<file path="src/rtl/reset_sequencer.sv">
// Releases N_STAGES reset domains in index order, each after DELAY settle cycles and an Ack from the previous stage.
// Button requests pass through a SYNC_STAGES synchroniser; a missing Ack within TIMEOUT cycles re-asserts all resets and flags Fault.
module reset_sequencer #(
    parameter int N_STAGES    = 4,
    parameter int DELAY       = 8,
    parameter int TIMEOUT     = 255,
    parameter int SYNC_STAGES = 2,
    localparam int SW         = (N_STAGES > 2) ? $clog2(N_STAGES) : 1
) (
    input  logic                Clk,
    input  logic                Reset_n,
    input  logic                BTNS,
    input  logic [N_STAGES-1:0] Ack,
    output logic [N_STAGES-1:0] Reset_out,
    output logic [SW-1:0]       Stage,
    output logic                Done,
    output logic                Fault
);
    localparam int MAXC = (DELAY > TIMEOUT) ? DELAY : TIMEOUT;
    localparam int CW   = $clog2(MAXC + 1);

    localparam logic [CW-1:0] DLY_LAST   = CW'(DELAY - 1);
    localparam logic [CW-1:0] TO_LAST    = CW'(TIMEOUT - 1);
    localparam logic [SW-1:0] STAGE_LAST = SW'(N_STAGES - 1);

    typedef enum logic [2:0] {HOLD, DLY, WACK, RUN, FLT} state_t;

    state_t                state_q, state_nxt;
    logic [CW-1:0]         cnt_q, cnt_nxt;
    logic [SYNC_STAGES-1:0] sync_q;
    logic                  req_s;
    logic [N_STAGES-1:0]   rst_nxt;
    logic [SW-1:0]         stage_nxt;
    logic                  done_nxt, fault_nxt;
    logic                  dly_end, ack_hit, to_end, last_stage;

    assign req_s      = sync_q[SYNC_STAGES-1];
    assign dly_end    = (cnt_q == DLY_LAST);
    assign to_end     = (cnt_q == TO_LAST);
    assign ack_hit    = Ack[Stage];
    assign last_stage = (Stage == STAGE_LAST);

    always_ff @(posedge Clk or negedge Reset_n) begin
        if (!Reset_n) begin
            sync_q    <= '0;
            state_q   <= HOLD;
            cnt_q     <= '0;
            Reset_out <= '1;
            Stage     <= '0;
            Done      <= 1'b0;
            Fault     <= 1'b0;
        end else begin
            sync_q    <= {sync_q[SYNC_STAGES-2:0], BTNS};
            state_q   <= state_nxt;
            cnt_q     <= cnt_nxt;
            Reset_out <= rst_nxt;
            Stage     <= stage_nxt;
            Done      <= done_nxt;
            Fault     <= fault_nxt;
        end
    end

    // Counter is cleared on every state change so it never needs to wrap.
    always_comb begin
        state_nxt = state_q;
        cnt_nxt   = cnt_q;
        if (req_s) begin
            state_nxt = HOLD;
            cnt_nxt   = '0;
        end else begin
            case (state_q)
                HOLD: begin
                    state_nxt = DLY;
                    cnt_nxt   = '0;
                end
                DLY: begin
                    if (dly_end) begin
                        state_nxt = WACK;
                        cnt_nxt   = '0;
                    end else begin
                        cnt_nxt = cnt_q + CW'(1);
                    end
                end
                WACK: begin
                    if (ack_hit) begin
                        state_nxt = last_stage ? RUN : DLY;
                        cnt_nxt   = '0;
                    end else if (to_end) begin
                        state_nxt = FLT;
                        cnt_nxt   = '0;
                    end else begin
                        cnt_nxt = cnt_q + CW'(1);
                    end
                end
                default: cnt_nxt = '0;
            endcase
        end
    end

    // Registered outputs; Ack on the timeout cycle takes precedence over the fault.
    always_comb begin
        rst_nxt   = Reset_out;
        stage_nxt = Stage;
        done_nxt  = Done;
        fault_nxt = Fault;
        if (req_s) begin
            rst_nxt   = '1;
            stage_nxt = '0;
            done_nxt  = 1'b0;
            fault_nxt = 1'b0;
        end else begin
            case (state_q)
                HOLD: begin
                    rst_nxt   = '1;
                    stage_nxt = '0;
                end
                DLY: begin
                    if (dly_end) rst_nxt[Stage] = 1'b0;
                end
                WACK: begin
                    if (ack_hit) begin
                        if (last_stage) done_nxt = 1'b1;
                        else            stage_nxt = Stage + SW'(1);
                    end else if (to_end) begin
                        rst_nxt   = '1;
                        fault_nxt = 1'b1;
                    end
                end
                default: ;
            endcase
        end
    end
endmodule

</file>
<file path="config.mk">
export PLATFORM = sky130hd
export DESIGN_NAME = reset_sequencer
export DESIGN_NICKNAME = d
export VERILOG_FILES = /design/src/rtl/reset_sequencer.sv
export SDC_FILE = /design/constraint.sdc
export NUM_CORES = 1
export LEC_CHECK = 0
export CAP_MARGIN = 10
export CORE_MARGIN = 3
export CORE_UTILIZATION = 25
export CTS_BUF_LIST = sky130_fd_sc_hd__clkbuf_4 sky130_fd_sc_hd__clkbuf_8 sky130_fd_sc_hd__clkbuf_16
export CTS_CLUSTER_DIAMETER = 200
export DETAILED_ROUTE_END_ITERATION = 8
export PLACE_DENSITY = 0.51
export SYNTH_ARGS = -nofsm -noshare
export SYNTH_HDL_FRONTEND = slang
export SYNTH_SLANG_ARGS = --single-unit
</file>
<file path="constraint.sdc">
create_clock -name Clk -period 2.8 [get_ports Clk]
set_clock_uncertainty 0.2 [all_clocks]
set_input_delay 0.84 -clock Clk [delete_from_list [all_inputs] [get_ports Clk]]
set_output_delay 0.84 -clock Clk [all_outputs]
set_load 0.005 [all_outputs]
</file>
==> impl_metrics.json, run 1 <==
{
  "crit_arrival_ps": 2660,
  "synth-xor-area-share_pct": 4.773,
  "synth.yosys.seq_area_share_pct": 48.18,
  "synth_mux_area_share_pct": 2.955,
  "dieWidth_um": 72.37,
  "numPortBuffers": 14,
  "worst_pin_slew_ps": 606.2,
  "finalWirelength_mm": 2.323,
  "setup_violations": 0,
  "p_per_area_nw_per_um2": 409.7,
  "maxSlewViolCount": 0,
  "post_cts_resized": 0,
  "holdCritStartpoint": "sync_q[0]",
  "dp_hpwl_mm": 1.790,
  "rows": 23,
  "ys_seq_elements": 21,
  "place_congestion": 0.8340,
  "pwr-share-clk_pct": 37.1,
  "synth_simple_gate_area_share_pct": 20.68,
  "power_uw": 557.3,
  "htreeDepth": 1,
  "vias_per_cell": 4.943,
  "period_needed_ps": 2685,
  "post-route-period-util_pct": 95.88,
  "clkTransAtPathRegs_ps": 70,
  "nNetsFinal": 138,
  "mappedNetlistNets": 119,
  "swShare_pct": 21.56,
  "synth_edf_count": 0,
  "drc_errors": 0,
  "cp_cell_sequence": "clkdlybuf4s50_1, mux4_2, or3_4, or2_1, a21oi_1",
  "grt-ovfl-total": 0,
  "hold_depth": 0,
  "p_switching_uw": 120.1,
  "core_region_area_um2": 4115,
  "critPathTopFamily": "simple AND/OR/NAND/NOR gates",
  "hold_violations": 0,
  "leakage_nw": 0.5469,
  "yosys_warnings": 0,
  "numClockSinks": 21,
  "required_ps": 2780,
  "max_stage_delay_ps": 550,
  "cts_buffers": 3,
  "synth_area_um2": 1101,
  "root_buffer": "clkbuf_8",
  "synthArstFlopShare_pct": 100.0,
  "critPathBufInv": 1,
  "critPathMaxFanout": 6,
  "cts_setup_buffers": 0,
  "critPathCaptureType": "flip-flop",
  "slowest_stage": "mux4_2",
  "timing.rr.end": "Fault",
  "reg2reg_slack_ps": 530,
  "dp_cells": 170,
  "rsz0062_at_grt": "false",
  "ir_drop_mv": 0.1886,
  "cap_viol_max_count": 0,
  "hold_slack_ps": 157.3,
  "cts_buffer_depth": 2,
  "synth-main-ff-cell": "dfrtp_1",
  "synth_compound_area_share_pct": 13.86,
  "dr.pass1.iters": 3,
  "grtUsageTotal_pct": 9.789,
  "start_kind": "input port",
  "areaGrowthSynthToFinish_pct": 23.52,
  "grt_pass1_wl_mm": 4.002,
  "tritoncts": "done",
  "synth_cell_types": 34,
  "clk_latency_ps": 260,
  "internal-power_uw": 437.1,
  "relSlewSlack_pct": 59.46,
  "num_vias": 860,
  "grt_max_degree": 14,
  "avgSynthCellArea_um2": 10.39,
  "start_util_pct": 26.76,
  "antenna_cells": 0,
  "r2r_start": "Stage[0]",
  "ant_nets": 0,
  "die_y_um": 72.37,
  "avgRoutedWirePerCell_um": 13.35,
  "finalNonFillerCells": 174,
  "status": "finished clean",
  "final_common_cell": "dfrtp_1",
  "antenna_found_initial": 0,
  "r2r_cells": 4,
  "layout_common_cells": "17 x dfrtp_1, 14 x clkdlybuf4s50_1, 11 x nor2_1, 11 x nand3_1",
  "synth_top_family_by_area": "simple AND/OR/NAND/NOR gates",
  "io_pins": 15,
  "critical_path_class": "input port to flip-flop",
  "hp-class": "flip-flop to flip-flop",
  "die-area_um2": 5237,
  "synth_fa_ha_area_share_pct": 6.818,
  "postCtsHoldBufs": 0,
  "drive_above_1_share_pct": 12.10,
  "p_seq_share_pct": 56.4,
  "syn_inst": 106,
  "min_to": "sync_q[1]",
  "fmax_mhz": 372.5,
  "p_comb_share_pct": 6.5,
  "grt_pass1_vias": 908,
  "drt_iter0_markers": 12
}
## worst reg2reg max path: stages, from the launching register on
cell     delay, ps
dfrtp_1        520
mux4_2         620
or3_4          430
or2_1          250
a21oi_1        170
## per-stage QoR
stage	worst slack [ps]	utilization [%]	cell area, um^2	setup TNS, ps
floorplan	433.6	-	1101	0
global placement	-98.76	31.86	1311	-358.3
detailed placement	-152.8	31.86	1311	-690.3
CTS	106.7	33.05	1360	0
global route	62.82	33.05	1360	0
finish	115.5	33.05	1360	0
## kinds of logic after synthesis
kind of cell             after synthesis
AND/OR/NAND/NOR                       41
multiplexers                           2
buffers and inverters                  8
AO/OA/AOI/OAI                         22
XOR/XNOR                               6
adder cells (fa/ha/maj)                6
flip-flops                            21
## how the worst max path moves through the flow
stage                 from    end  slack, ps  cells past startpoint
floorplan           Ack[3]  Fault        430                      4
global route        Ack[3]  Fault         60                      5
finish              Ack[3]  Fault        120                      5
detailed placement  Ack[3]  Fault       -150                      5
global placement    Ack[3]  Fault       -100                      5
CTS                 Ack[3]  Fault        110                      5
## registers in the layout, indices dropped and copies added, names as in the netlist
register and count:
cnt_q 8, Reset_out 4, state_q 3, Stage 2, sync_q 2, Done 1
Fault 1
## metal layers
layer	routed length, um	track usage [%]
met2	1116	16.89
met5	0	0
met3	103	3.047
met1	1064	11.34
met4	38	3.549
## cell usage after synthesis (2+ instances only)
cell      number  area, um^2
clkbuf_1       2       7.510
a21o_1         5       37.54
nand3_1       11       55.05
ha_1           6       75.07
a21oi_1        6       30.03
dfrtp_1       17       425.4
o31ai_1        2       15.01
nand3b_1       2       15.01
inv_1          6       22.52
xnor2_1        2       17.52
nand4_1        2       12.51
and3_1         4       25.02
nor2_1        11       41.29
xor2_1         4       35.03
nor3_1         2       10.01
o21ai_0        3       15.01
dfstp_2        4       105.1
## cell type report
type | count | area, um^2
Clock buffer | 4 | 48.80
Fill cell | 443 | 2755
Inverter | 6 | 22.52
Multi-Input combinational cell | 77 | 540.5
Sequential cell | 21 | 530.5
Tap cell | 50 | 62.56
Timing Repair Buffer | 16 | 155.1
## power by group through the flow
stage               combinational [mW]  sequential, mW  clock (mW)
floorplan                       0.0172           0.317           0
global placement                0.0361           0.320           0
detailed placement              0.0370           0.320           0
CTS                             0.0374           0.314       0.215
global route                    0.0410           0.315       0.228
finish                          0.0363           0.314       0.206
Power figures use the tool's default switching activity.
==> run 2: changes to the inputs <==
Settings changed: SLEW_MARGIN from default to 0.
==> results of run 2 <==
Same layout as run 1: the final DEF is identical, and so are final timing and power.
==> run 3: changes to the inputs <==
Settings changed: CAP_MARGIN 10 to 15, SETUP_SLACK_MARGIN from default to 0.3.
==> run 3 against run 2 <==
Critical endpoint unchanged. Sequential share of layout area shrank 0.39 points. Fmax grew 11%. Wire length shrank 0.43%. Combinational power shrank 3%. Clock power is essentially flat. Cell area grew 1.0%. Worst hold slack lost 2.1 ps. Global-route usage grew 0.12 points. Cell count is the same. Non-clock buffer count is the same. Sequential power is essentially flat. Die area is the same.
==> impl_metrics.json, run 3 (synthesis results as in run 1) <==
{
  "cp_cell_sequence": "dlygate4sd2_1, mux4_2, or3_4, or2_4, a21oi_2",
  "p_per_area_nw_per_um2": 405.2,
  "start_util_pct": 26.76,
  "clk_latency_ps": 260,
  "critPathCaptureType": "flip-flop",
  "grt_pass1_wl_mm": 4.050,
  "rsz0062_at_grt": "false",
  "vias_per_cell": 4.989,
  "post-route-period-util_pct": 86.44,
  "numPortBuffers": 14,
  "p_comb_share_pct": 6.3,
  "dieWidth_um": 72.37,
  "layout_common_cells": "17 x dfrtp_1, 11 x nor2_1, 11 x nand3_1",
  "die_y_um": 72.37,
  "largest-register": "cnt_q",
  "cap_viol_max_count": 0,
  "critPathBufInv": 1,
  "slowest_stage": "mux4_2",
  "final_common_cell": "dfrtp_1",
  "postCtsHoldBufs": 0,
  "antenna_found_initial": 0,
  "largest_reg_flops": 8,
  "num_vias": 868,
  "rows": 23,
  "finalNonFillerCells": 174,
  "io_pins": 15,
  "grt_max_degree": 14,
  "finalWirelength_mm": 2.313,
  "die-area_um2": 5237,
  "critPathTopFamily": "simple AND/OR/NAND/NOR gates",
  "grt-ovfl-total": 0,
  "setup_violations": 0,
  "drc_errors": 0,
  "hp-class": "flip-flop to flip-flop",
  "multi_input_area_um2": 559.3,
  "nNetsFinal": 138,
  "status": "finished clean",
  "cts_buffer_depth": 2,
  "grt_pass1_vias": 906,
  "root_buffer": "clkbuf_8",
  "avgRoutedWirePerCell_um": 13.29,
  "dp_hpwl_mm": 1.790,
  "pwr-share-clk_pct": 37.2,
  "critical_path_class": "input port to flip-flop",
  "start_kind": "input port",
  "crit_arrival_ps": 2410,
  "period_needed_ps": 2420,
  "required_ps": 2780,
  "p_switching_uw": 121.2,
  "critPathMaxFanout": 6,
  "dr.pass1.iters": 3,
  "p_seq_share_pct": 56.5,
  "antenna_cells": 0,
  "cts_buffers": 3,
  "fmax_mhz": 413.1,
  "ir_drop_mv": 0.1892,
  "htreeDepth": 1,
  "core_region_area_um2": 4115,
  "swShare_pct": 21.77,
  "max_stage_delay_ps": 540,
  "setup-tns-final_ps": 0,
  "hold_violations": 0,
  "reg_top3": "cnt_q: 8 flops, Reset_out: 4 flops, state_q: 3 flops",
  "drt_iter0_markers": 17,
  "maxSlewViolCount": 0,
  "clkTransAtPathRegs_ps": 70,
  "tritoncts": "done",
  "leakage_nw": 0.5552,
  "drive_above_1_share_pct": 14.52,
  "dp_cells": 170,
  "numClockSinks": 21,
  "register_area_um2": 530.5,
  "internal-power_uw": 435.5,
  "relSlewSlack_pct": 60.15,
  "worst_pin_slew_ps": 595.8,
  "grtUsageTotal_pct": 9.904,
  "areaGrowthSynthToFinish_pct": 24.77,
  "ant_nets": 0,
  "place_congestion": 0.8340,
  "nFillCells": 446
}
[run 3: cell count changes in the layout (fill, tap and decap cells not counted), sizes merged]
| cell | change |
|---|---|
| clkdlybuf4s50 | -4 |
| dlygate4sd2 | +4 |
[run 3: final cells by class]
cell class                      count  area share (%)
Clock buffer                        4           3.552
Inverter                            6           1.639
Sequential cell                    21           38.62
Multi-Input combinational cell     77           40.71
Timing Repair Buffer               16           10.93
Tap cell                           50           4.554
[run 3: path summary, 6_finish.rpt]
kind                       slack, ps  cells past startpoint      start         to
hold / removal                   160                      0  sync_q[0]  sync_q[1]
min in group asynchronous        750                      1    Reset_n   cnt_q[2]
max in group asynchronous       1090                      2    Reset_n      Fault
setup / recovery                 380                      5     Ack[3]      Fault
setup reg to reg                 600                      4   Stage[0]      Fault
hold reg to reg                  160                      0  sync_q[0]  sync_q[1]
[run 3: per-layer routing]
layer	global-route usage [%]	wire (um)	share of wire, %	up-vias
li1	-	-	-	415
met1	11.60	1043	45	432
met2	17.19	1122	49	16
met3	3.047	108	4.7	5
met4	3.132	38	1.6	0
met5	0	0	0	-
[run 3: power by group through the flow]
| stage | logic, mW | clock network (mW) | registers (mW) |
|---|---|---|---|
| 6_report | 0.0351 | 0.207 | 0.315 |
| 2_1_floorplan | 0.0172 | 0 | 0.317 |
| 4_1_cts | 0.0363 | 0.215 | 0.315 |
| 5_1_grt | 0.0399 | 0.229 | 0.315 |
| 3_3_place_gp | 0.0361 | 0 | 0.320 |
| 3_5_place_dp | 0.0370 | 0 | 0.320 |
[run 3: repair_timing]
action                     4_1_cts  5_1_grt
buffers inserted                 0        0
setup endpoints to repair        6        0
resized for setup                8        0
[run 3: metrics by stage]
| stage | util (%) | power (mW) | instance area [um^2] | setup WS, ps | hold slack (ps) |
|---|---|---|---|---|---|
| 2_1_floorplan | - | 0.3346 | 1101 | 433.6 | 131.2 |
| 3_3_place_gp | 31.86 | 0.3560 | 1311 | -98.76 | 134.9 |
| 3_5_place_dp | 31.86 | 0.3572 | 1311 | -152.8 | 143.5 |
| 4_1_cts | 33.38 | 0.5654 | 1374 | 370.2 | 160.7 |
| 5_1_grt | 33.38 | 0.5842 | 1374 | 340.0 | 167.4 |
| 6_report | 33.38 | 0.5567 | 1374 | 379.6 | 155.2 |
